**config.mk**
```make
export PLATFORM = sky130hd
export DESIGN_NAME = pipeline_ctrl
export DESIGN_NICKNAME = d
export VERILOG_FILES = /design/src/rtl/pipeline_ctrl.sv
export SDC_FILE = /design/constraint.sdc
export NUM_CORES = 1
export LEC_CHECK = 0
export ABC_AREA = 1
export BUFFER_PORTS_ARGS = -buffer_cell sky130_fd_sc_hd__buf_4
export CORE_MARGIN = 8
export CORE_UTILIZATION = 40
export CTS_CLUSTER_SIZE = 20
export DETAILED_ROUTE_END_ITERATION = 8
export HOLD_SLACK_MARGIN = 0.06
export MAX_ROUTING_LAYER = met4
export PLACE_DENSITY = 0.69
export RECOVER_POWER = 100
export SLEW_MARGIN = 10
export SYNTH_ARGS = -nofsm -noshare
export SYNTH_HDL_FRONTEND = slang
export SYNTH_SLANG_ARGS = --single-unit
```
**constraint.sdc**
```tcl
create_clock -name clock -period 6 [get_ports clock]
set_clock_uncertainty 0.15 [all_clocks]
set_input_delay 0.9 -clock clock [delete_from_list [all_inputs] [get_ports clock]]
set_output_delay 0.9 -clock clock [all_outputs]
set_load 0.01 [all_outputs]
```
**src/rtl/pipeline_ctrl.sv**
```systemverilog
// pipeline_ctrl: hazard and stall controller for the five-stage pipeline.
// Generates the PC/FD/DX latch write enables and the nop-injection flushes
// for FD, DX and XM.  Detects load-use hazards between D_IR and X_IR, flushes
// on taken control transfers, and holds the pipeline while the multi-cycle
// multiplier/divider runs.  It also keeps a saturating count of stall cycles.
//
// Ports
//   clock            pipeline clock, rising edge
//   reset            asynchronous, active-low
//   D_IR, X_IR       decode- and execute-stage instructions
//   X_branch_taken   execute-stage control transfer is taken
//   md_ready         multdiv result valid (one-cycle pulse)
//   PC_en, FD_en, DX_en            latch write enables
//   FD_flush, DX_flush, XM_flush   load a nop into that latch this edge
//   md_start         one-cycle multdiv start pulse
//   md_timeout       one-cycle pulse when the multdiv wait expires
//   stall_cycles     saturating count of cycles with PC_en=0
//
// state   | meaning
// --------+--------------------------------------------------------------
// RUN     | normal issue; branch flush, mul/div launch, load-use bubble
// MD_WAIT | pipeline frozen until md_ready or the wait counter expires

module pipeline_ctrl #(
   parameter int MD_TIMEOUT = 64
) (
   input  logic        clock,
   input  logic        reset,
   input  logic [31:0] D_IR,
   input  logic [31:0] X_IR,
   input  logic        X_branch_taken,
   input  logic        md_ready,
   output logic        PC_en,
   output logic        FD_en,
   output logic        DX_en,
   output logic        FD_flush,
   output logic        DX_flush,
   output logic        XM_flush,
   output logic        md_start,
   output logic        md_timeout,
   output logic [15:0] stall_cycles
);

   localparam logic [4:0] OP_R    = 5'b00000;
   localparam logic [4:0] OP_BNE  = 5'b00010;
   localparam logic [4:0] OP_JR   = 5'b00100;
   localparam logic [4:0] OP_ADDI = 5'b00101;
   localparam logic [4:0] OP_BLT  = 5'b00110;
   localparam logic [4:0] OP_SW   = 5'b00111;
   localparam logic [4:0] OP_LW   = 5'b01000;
   localparam logic [4:0] OP_BEX  = 5'b10110;
   localparam logic [4:0] ALU_MUL = 5'b00110;
   localparam logic [4:0] ALU_DIV = 5'b00111;
   localparam logic [5:0] WAIT_LAST = 6'(MD_TIMEOUT - 1);

   typedef enum logic {RUN, MD_WAIT} state_t;

   state_t     state, state_next;
   logic [5:0] wait_cnt, wait_cnt_next;

   logic [4:0] d_op, d_rd, d_rs, d_rt;
   logic [4:0] x_op, x_rd;
   logic       x_is_md;
   logic       load_use;

   // Raw decoded controls; the ports gate these with reset.
   logic pc_en_d, fd_en_d, dx_en_d;
   logic fd_flush_d, dx_flush_d, xm_flush_d;
   logic md_start_d, md_timeout_d;

   assign d_op = D_IR[31:27];
   assign d_rd = D_IR[26:22];
   assign d_rs = D_IR[21:17];
   assign d_rt = D_IR[16:12];
   assign x_op = X_IR[31:27];
   assign x_rd = X_IR[26:22];

   assign x_is_md = (x_op == OP_R) &&
                    ((X_IR[6:2] == ALU_MUL) || (X_IR[6:2] == ALU_DIV));

   // x_rd is nonzero, so an r0 source can never match.
   always_comb begin
      load_use = 1'b0;
      if (x_op == OP_LW && x_rd != 5'd0) begin
         unique case (d_op)
            OP_R:                 load_use = (d_rs == x_rd) || (d_rt == x_rd);
            OP_ADDI, OP_LW:       load_use = (d_rs == x_rd);
            OP_SW, OP_BNE, OP_BLT: load_use = (d_rd == x_rd) || (d_rs == x_rd);
            OP_JR:                load_use = (d_rd == x_rd);
            OP_BEX:               load_use = (x_rd == 5'd30);
            default:              load_use = 1'b0;
         endcase
      end
   end

   always_ff @(posedge clock or negedge reset) begin
      if (!reset) begin
         state    <= RUN;
         wait_cnt <= 6'd0;
      end else begin
         state    <= state_next;
         wait_cnt <= wait_cnt_next;
      end
   end

   always_comb begin
      pc_en_d       = 1'b1;
      fd_en_d       = 1'b1;
      dx_en_d       = 1'b1;
      fd_flush_d    = 1'b0;
      dx_flush_d    = 1'b0;
      xm_flush_d    = 1'b0;
      md_start_d    = 1'b0;
      md_timeout_d  = 1'b0;
      state_next    = state;
      wait_cnt_next = wait_cnt;
      unique case (state)
         RUN: begin
            if (X_branch_taken) begin
               fd_flush_d = 1'b1;
               dx_flush_d = 1'b1;
            end else if (x_is_md) begin
               md_start_d    = 1'b1;
               pc_en_d       = 1'b0;
               fd_en_d       = 1'b0;
               dx_en_d       = 1'b0;
               xm_flush_d    = 1'b1;
               state_next    = MD_WAIT;
               wait_cnt_next = 6'd0;
            end else if (load_use) begin
               pc_en_d    = 1'b0;
               fd_en_d    = 1'b0;
               dx_flush_d = 1'b1;
            end
         end
         MD_WAIT: begin
            if (md_ready) begin
               state_next = RUN;
            end else if (wait_cnt == WAIT_LAST) begin
               md_timeout_d = 1'b1;
               state_next   = RUN;
            end else begin
               pc_en_d       = 1'b0;
               fd_en_d       = 1'b0;
               dx_en_d       = 1'b0;
               xm_flush_d    = 1'b1;
               wait_cnt_next = wait_cnt + 6'd1;
            end
         end
         default: state_next = RUN;
      endcase
   end

   assign PC_en      = pc_en_d | ~reset;
   assign FD_en      = fd_en_d | ~reset;
   assign DX_en      = dx_en_d | ~reset;
   assign FD_flush   = fd_flush_d & reset;
   assign DX_flush   = dx_flush_d & reset;
   assign XM_flush   = xm_flush_d & reset;
   assign md_start   = md_start_d & reset;
   assign md_timeout = md_timeout_d & reset;

   always_ff @(posedge clock or negedge reset) begin
      if (!reset) begin
         stall_cycles <= 16'd0;
      end else if (!pc_en_d && stall_cycles != 16'hFFFF) begin
         stall_cycles <= stall_cycles + 16'd1;
      end
   end

endmodule

```
# After elaboration in Yosys (flattened, before gate mapping)
# Index checks and enable logic that the tools add are counted.
# classes
add_sub_neg	2
n_eq_ne	20
n_mux	30
bitwise	9
reduce_logical	13
# op_table
cell	n
equality test 5 x 3 -> 1 bit (second input constant)	6
two-way mux 6 bit	4
two-way mux 1 bit	21
adder 16 x 1 -> 16 bit (second input constant)	1
!= test 16 bit (second input constant)	1
equality test 5 bit	3
one-hot mux 6 bit (2 select lines)	1
equality test 5 x 4 -> 1 bit (second input constant)	2
equality test 5 bit (second input constant)	2
logical NOT 5 bit	2
!= test 2 bit (second input constant)	4
adder 6 x 1 -> 6 bit (second input constant)	1
equality test 6 bit (second input constant)	1
one-hot mux 1 bit (2 select lines)	3
bitwise AND 1 bit	5
equality test 5 x 2 -> 1 bit (second input constant)	1
one-hot mux 1 bit (5 select lines)	1
nonzero test 5 bit	1
AND reduction 4 bit	1
logical AND 1 bit	3
logical OR 1 bit	3
OR reduction 3 bit	1
inverter 1 bit	2
bitwise OR 1 bit	2
2 further kinds	2
# word_totals
regBits	23
output_inout_bits	24
word_cells	77

# Depth between registers and ports, before layout
# Gate-level depths: netlist of the first run.
# depth
ltp_word	10
ltp_mapped	17

# Worst setup path before layout of the first run
# Ideal clock, no wire load.
# synth_path
path_kind	input to output
start	in X_IR[22]
end	out PC_en
arrival_ns	2.165
setup_slack_ns	2.785
path_stages	9
cell_sequence	buf_4 -> nor4_1 -> nand3_1 -> a21oi_2 -> nand3_2 -> nand2_4 -> buf_6 -> nand2_1 -> buf_4
# synth_between
elab_chain_len	9
word_cells_on_any_way	15
cone_classes	eq/ne (4); mux (6); bitwise (1); reduce/logical (4)
# synth_lines
element	line	source
from (decl)	30	input logic [31:0] X_IR,
equality test 5 bit, on equally long branches	-	
logical OR 1 bit, on equally long branches	88, 86	
one-hot mux 1 bit (5 select lines)	85	unique case (d_op)
two-way mux 1 bit (*)	84	if (x_op == OP_LW && x_rd != 5'd0) begin
two-way mux 1 bit (*) (3 in a row)	-	
one-hot mux 1 bit (2 select lines) (*)	-	
bitwise OR 1 bit (*)	-	
to (decl)	33	output logic PC_en,
# Every way passes the cells marked *; elsewhere a longest branch is shown, timed or not.

# Worst setup path after layout of the first run
# layout_path
start	in X_IR[31]
end	out PC_en
# layout_between
elab_chain_len	8
word_cells_on_any_way	10
cone_classes	eq/ne (1); mux (5); bitwise (1); reduce/logical (3)
# layout_lines
element	line	source
equality test 5 x 4 -> 1 bit	84	
logical AND 1 bit	84	
two-way mux 1 bit	84	
two-way mux 1 bit	130	end else if (load_use) begin
two-way mux 1 bit (*)	122	end else if (x_is_md) begin
two-way mux 1 bit (*)	119	if (X_branch_taken) begin
one-hot mux 1 bit (2 select lines) (*)	117	unique case (state)
bitwise OR 1 bit (*)	154	assign PC_en = pc_en_d | ~reset;
# Marked as above.

==> flow_metrics.env, run 1 <==
export IMPL_powerDensity_nw_per_um2=141
export IMPL_initial_core_util_pct=41.1
export IMPL_viasPerCell=4.70
export IMPL_hold_class="register to register"
export IMPL_die_h_um=85.5
export IMPL_grt_pass1_vias=1842
export IMPL_hold_buffers=0
export IMPL_h_tree_depth=1
export IMPL_synthDistinctLibCells=29
export IMPL_nFillCells=505
export IMPL_setup_worst_path_end="PC_en"
export IMPL_grt_pass1_wl_um=8290
export IMPL_hold_viol=0
export IMPL_grtUsageMet1_pct=16.4
export IMPL_critical_path_required_ps=4950
export IMPL_leakage_nw=1.19
export IMPL_syn_nets=363
export IMPL_num_rows=25
export IMPL_synthMuxAreaShare_pct=0
export IMPL_clockRootBuffer="clkbuf_8"
export IMPL_yosysWarnings=0
export IMPL_syn_area_um2=1930
export IMPL_drc_errors=0
export IMPL_post_drt_wl_per_cell_um=11.4
export IMPL_drt_initial_drc_count=78
export IMPL_worstMarginPinSlew_ps=1340
export IMPL_grtUsageTotal_pct=13.7
export IMPL_use_met2_pct=23.6
export IMPL_synth_top_family_by_area="simple AND/OR/NAND/NOR gates"
export IMPL_port_buffers=61
export IMPL_setup_violations_final=0
export IMPL_ios=92
export IMPL_max_cap_viol_count=0
export IMPL_synth_avg_cell_area_um2=6.58
export IMPL_start_kind="primary input"
export IMPL_r2r_slack_ps=2880
export IMPL_ant_nets=0
export IMPL_grt_max_degree=27
export IMPL_tns_ps=0
export IMPL_path_max_fanout=19
export IMPL_dieArea_um2=7300
export IMPL_dp_hpwl_um=3750
export IMPL_synth_xor_area_share_pct=6.81
export IMPL_synth_cells=293
export IMPL_status="finished, final reports clean"
export IMPL_cp_arrival_ps=2710
export IMPL_vdd_drop_max_v=0.000121
export IMPL_final_cell_mix="nand2_1, inv_1, buf_4, nor2_1, nand3_1"
export IMPL_grtUsageMet3_pct=2.22
export IMPL_vias=1910
export IMPL_antenna_found_initial=0
export IMPL_wl_um=4650
export IMPL_diodes=0
export IMPL_clk_path_buf_depth=2
export IMPL_ys_ff_latch=23
export IMPL_end_kind="output pin"
export IMPL_max_freq_ghz=0.266
export IMPL_ctsResizeCount=0
export IMPL_rr_worst_depth=13
export IMPL_insertion_delay_ps=260
export IMPL_top_usage_layer="met2"
export IMPL_synthAdderAreaFrac_pct=1.30
export IMPL_rsz0062_at_grt="false"
export IMPL_regArea_um2=576
export IMPL_clock_sinks=23
export IMPL_cts_setup_buffers=0
export IMPL_die_width_um=85.5
export IMPL_nNetsFinal=423
export IMPL_maxSlewViolCount=0
export IMPL_final_common_cell="nand2_1"
export IMPL_drive_gt1_share_pct=20.2
export IMPL_fin_crit_sh_pct=62.7
export IMPL_core_area_um2=4690
export IMPL_slew_headroom_pct=10.9
export IMPL_multi_input_area_um2=1090
export IMPL_period_minus_slack_ps=3760
export IMPL_regToRegEndpoint="stall_cycles[14]"
export IMPL_fin_hold_ws_ps=370
export IMPL_synthSimpleGateAreaFrac_pct=46.6
export IMPL_worstSetupPathType="primary input to output pin"
export IMPL_ys_seq_area_share_pct=29.8
export IMPL_r2r_start="wait_cnt[1]"
export IMPL_area_growth_pct=20.3
export IMPL_place_congestion=0.787
export IMPL_clkTransAtPathRegs_ps=70
export IMPL_cts_buffers=3
export IMPL_synth_compound_area_share_pct=3.70
export IMPL_first_pass_iters=4
export IMPL_cp_startpoint="X_IR[31]"
export IMPL_cts_tree="yes"
export IMPL_grt_ovfl_total=0
cell families (layout without fill, tap and decap cells):
kind of cell             Yosys count  in the layout
buffers and inverters             53            112
AND/OR/NAND/NOR                  187            187
adder cells (fa/ha/maj)            2              2
flip-flops                        23             23
XOR/XNOR                          15             15
AO/OA/AOI/OAI                     13             13
cells in the mapped netlist:
master    number  area share [%]
nor3_2         1            0.52
buf_4          2            0.78
nor2_2         2            0.65
buf_8          1            0.78
ha_1           2             1.3
inv_1         39             7.6
nand2_2       23             7.5
nand2_1       72              14
dfrtp_1       23              30
nor4_1         6             1.9
nor2_4         1            0.58
o21bai_1       1            0.39
nand3_1       30             7.8
xnor2_1        5             2.3
clkbuf_1       1            0.19
nor3_1         7             1.8
inv_2          8             1.6
nand3_2        2             1.0
buf_6          1            0.58
a21oi_1        5             1.3
nand2_4        2             1.2
o21ai_0        6             1.6
nor3_4         1            0.84
nand4_1        5             1.6
nand3b_1       2            0.78
xor2_1        10             4.5
buf_2          1            0.26
a21oi_2        1            0.45
nor2_1        33             6.4
worst max-delay path, stage by stage:
cell and delay, ps:
buf_4 110, nor2_1 130, nand4_1 100, nor2_1 90
inv_1 70, nor3_1 280, nor2_1 200, nand2_1 510
nand2_1 130, clkbuf_1 180
stage by stage:
| stage | worst slack, ps | instances | total power (W) | utilization [%] | cell area (um^2) |
|---|---|---|---|---|---|
| 5_1_grt | 1900 | 406 | 0.000350 | 49.5 | 2320 |
| 2_1_floorplan | 2790 | 293 | 0.000206 | - | 1930 |
| 3_5_place_dp | 2680 | 402 | 0.000244 | 51.3 | 2400 |
| 6_report | 2240 | 406 | 0.000327 | 49.5 | 2320 |
| 4_1_cts | 2670 | 406 | 0.000337 | 52.2 | 2450 |
| 3_3_place_gp | 2680 | 402 | 0.000242 | 51.3 | 2400 |
worst min-delay path by stage:
stage / start / end / slack (ps) / cells after the start
2_1_floorplan: wait_cnt[1] / wait_cnt[1] / 330 / 2
3_3_place_gp: wait_cnt[1] / wait_cnt[1] / 360 / 2
3_5_place_dp: wait_cnt[1] / wait_cnt[1] / 360 / 2
4_1_cts: reset / stall_cycles[13] / 380 / 1
5_1_grt: stall_cycles[10] / stall_cycles[10] / 420 / 2
6_report: wait_cnt[1] / wait_cnt[1] / 370 / 2
per-layer routing:
layer | vias up | part of all wire (%)
li1 | 1030 | -
met1 | 844 | 46
met2 | 32 | 49
met3 | 4 | 3.6
met4 | 0 | 0.67
met5 | - | 0
cell type report:
cell class,instances,area share (%)
clock buffer,4,1.94
timing repair buffer,61,15.7
multi-input combinational,217,47.1
sequential,23,24.8
tap,54,2.91
inverter,47,7.60
flip-flops by register name, indices dropped and copies added, names as in the netlist:
signal,count
stall_cycles,16
state,1
wait_cnt,6
where the power goes:
group          switching [W]  internal (W)  total (W)
logic              0.0000358     0.0000319  0.0000677
clock network      0.0000441     0.0000472  0.0000914
registers         0.00000705      0.000161   0.000168
total              0.0000870      0.000240   0.000327
Note: power is estimated with default switching activity, not from simulation.
==> inputs of run 2 (changes only) <==
==> constraint.sdc (replaced) <==
create_clock -name clock -period 3.6 [get_ports clock]
set_clock_uncertainty 0.15 [all_clocks]
set_input_delay 0.54 -clock clock [delete_from_list [all_inputs] [get_ports clock]]
set_output_delay 0.54 -clock clock [all_outputs]
set_load 0.01 [all_outputs]
==> flow_metrics.env, run 2 (synthesis results as in run 1) <==
export IMPL_status="finished, final reports clean"
export IMPL_pre_cts_ws_ps=994
export IMPL_nFillCells=496
export IMPL_insertion_delay_ps=270
export IMPL_antenna_found_initial=0
export IMPL_die_h_um=85.5
export IMPL_fin_hold_ws_ps=376
export IMPL_crit_chain="ha_1 > nand3_1 > nor2_1 > nand2_1 > inv_1 > nand2_1 > nor3_4 > nand2_1 > nand2_1 > nand2_1 > nand2_1"
export IMPL_cp_slowest_stage_delay_ps=680
export IMPL_worstSetupPathType="register to register"
export IMPL_cts_buffers=3
export IMPL_path_max_fanout=16
export IMPL_regToRegEndpoint="stall_cycles[6]"
export IMPL_rr_worst_depth=11
export IMPL_final_area_um2=2350
export IMPL_grt_pass1_wl_um=8200
export IMPL_grt_max_degree=27
export IMPL_max_freq_ghz=0.349
export IMPL_drc_errors=0
export IMPL_largest_registers="stall_cycles x16, wait_cnt x6, state x1"
export IMPL_p_clk_share_pct=28.7
export IMPL_hold_viol=0
export IMPL_ant_nets=0
export IMPL_start_kind="register"
export IMPL_largest_reg_flops=16
export IMPL_cp_slowest_cell="nand2_1"
export IMPL_dieArea_um2=7300
export IMPL_clockRootBuffer="clkbuf_8"
export IMPL_vdd_drop_max_v=0.000159
export IMPL_rsz0062_at_grt="false"
export IMPL_powerDensity_nw_per_um2=236
export IMPL_fin_crit_sh_pct=79.6
export IMPL_viasPerCell=4.67
export IMPL_cp_startpoint="stall_cycles[0]"
export IMPL_port_buffers=61
export IMPL_hold_class="register to register"
export IMPL_final_common_cell="nand2_1"
export IMPL_drive_gt1_share_pct=20.7
export IMPL_place_congestion=0.788
export IMPL_h_tree_depth=1
export IMPL_leakage_nw=1.21
export IMPL_grt_ovfl_total=0
export IMPL_tns_ps=0
export IMPL_top_register="stall_cycles"
export IMPL_r2r_start="stall_cycles[0]"
export IMPL_first_pass_iters=4
export IMPL_cts_setup_buffers=0
export IMPL_combPwrFrac_pct=20.7
export IMPL_clk_path_buf_depth=2
export IMPL_dp_hpwl_um=3780
export IMPL_clkTransAtPathRegs_ps=80
export IMPL_die_width_um=85.5
export IMPL_worst_slack_ps=735
export IMPL_ios=92
export IMPL_grt_pass1_vias=1814
export IMPL_internal_power_w=0.000402
export IMPL_crit_top_cell="nand2_1"
export IMPL_initial_core_util_pct=41.1
export IMPL_area_growth_pct=21.9
export IMPL_clock_sinks=23
export IMPL_switching_share_pct=27.5
export IMPL_drt_initial_drc_count=102
export IMPL_p_sw_w=0.000153
export IMPL_maxSlewViolCount=0
export IMPL_r2r_slack_ps=730
export IMPL_worstMarginPinSlew_ps=710
export IMPL_end_kind="register"
export IMPL_num_rows=25
export IMPL_grtUsageTotal_pct=13.9
export IMPL_diodes=0
export IMPL_setup_violations_final=0
export IMPL_slew_headroom_pct=52.5
export IMPL_period_minus_slack_ps=2870
export IMPL_post_drt_wl_per_cell_um=11.6
export IMPL_critical_path_required_ps=3650
export IMPL_nNetsFinal=424
export IMPL_setup_worst_path_end="stall_cycles[6]"
export IMPL_vias=1902
export IMPL_max_cap_viol_count=0
export IMPL_final_cell_mix="nand2_1, inv_1, buf_4, nor2_1, nand3_1"
export IMPL_cp_arrival_ps=2920
export IMPL_cts_tree="yes"
export IMPL_core_area_um2=4690
export IMPL_ctsResizeCount=0
export IMPL_seq_power_share_pct=50.6
export IMPL_place_area_um2=2400
export IMPL_wl_um=4730
## run 2: area by class of cell
cell class / count / area (um^2) / area share, %
Sequential cell: 23 / 576 / 24.5
Inverter: 47 / 176 / 7.50
Timing Repair Buffer: 62 / 378 / 16.1
Tap cell: 54 / 67.6 / 2.87
Clock buffer: 4 / 45.0 / 1.91
Multi-Input combinational cell: 217 / 1110 / 47.2
## run 2: worst min path at each step
stage,depth (start not counted),start,slack (ps),endpoint
detailed placement,1,reset,320,stall_cycles[13]
global route,2,wait_cnt[4],430,wait_cnt[4]
global placement,1,reset,310,stall_cycles[14]
floorplan,0,reset,90,stall_cycles[0]
CTS,2,wait_cnt[1],380,wait_cnt[1]
finish,2,wait_cnt[1],380,wait_cnt[1]
## run 2: critical path, delay by kind of cell, from the launching register on
| family | cells | cell delay [ps] |
|---|---|---|
| adder cells (fa/ha/maj) | 1 | 220 |
| AND/OR/NAND/NOR | 9 | 1840 |
| flip-flops | 1 | 460 |
| buffers and inverters | 1 | 110 |
## run 2: power by group through the flow
stage	Sequential, W	Combinational [W]	Clock [W]
detailed placement	0.000286	0.000121	0
CTS	0.000281	0.000122	0.000167
floorplan	0.000286	0.0000565	0
global placement	0.000286	0.000118	0
finish	0.000281	0.000115	0.000159
global route	0.000282	0.000132	0.000177
## run 2: through the flow
step	power [W]	std cells	util, %
after global placement	0.000403	402	51.3
after CTS	0.000570	407	52.4
after floorplan	0.000343	293	-
after global routing	0.000591	407	50.1
final	0.000555	407	50.1
after detailed placement	0.000407	402	51.3
## run 2: per-layer routing
| layer | global-route usage, % | part of all wire [%] | vias to the layer above | routed length (um) |
|---|---|---|---|---|
| li1 | - | - | 1033 | - |
| met1 | 15.8 | 47 | 832 | 2210 |
| met2 | 23.9 | 49 | 33 | 2310 |
| met3 | 1.93 | 3.1 | 4 | 146 |
| met4 | 5.57 | 1.2 | 0 | 59 |
| met5 | - | 0 | - | 0 |
## run 2: what timing repair did
action,4_1_cts,5_1_grt
endpoints found under the hold margin,23,0
setup endpoints to repair,0,0
hold buffers,1,0
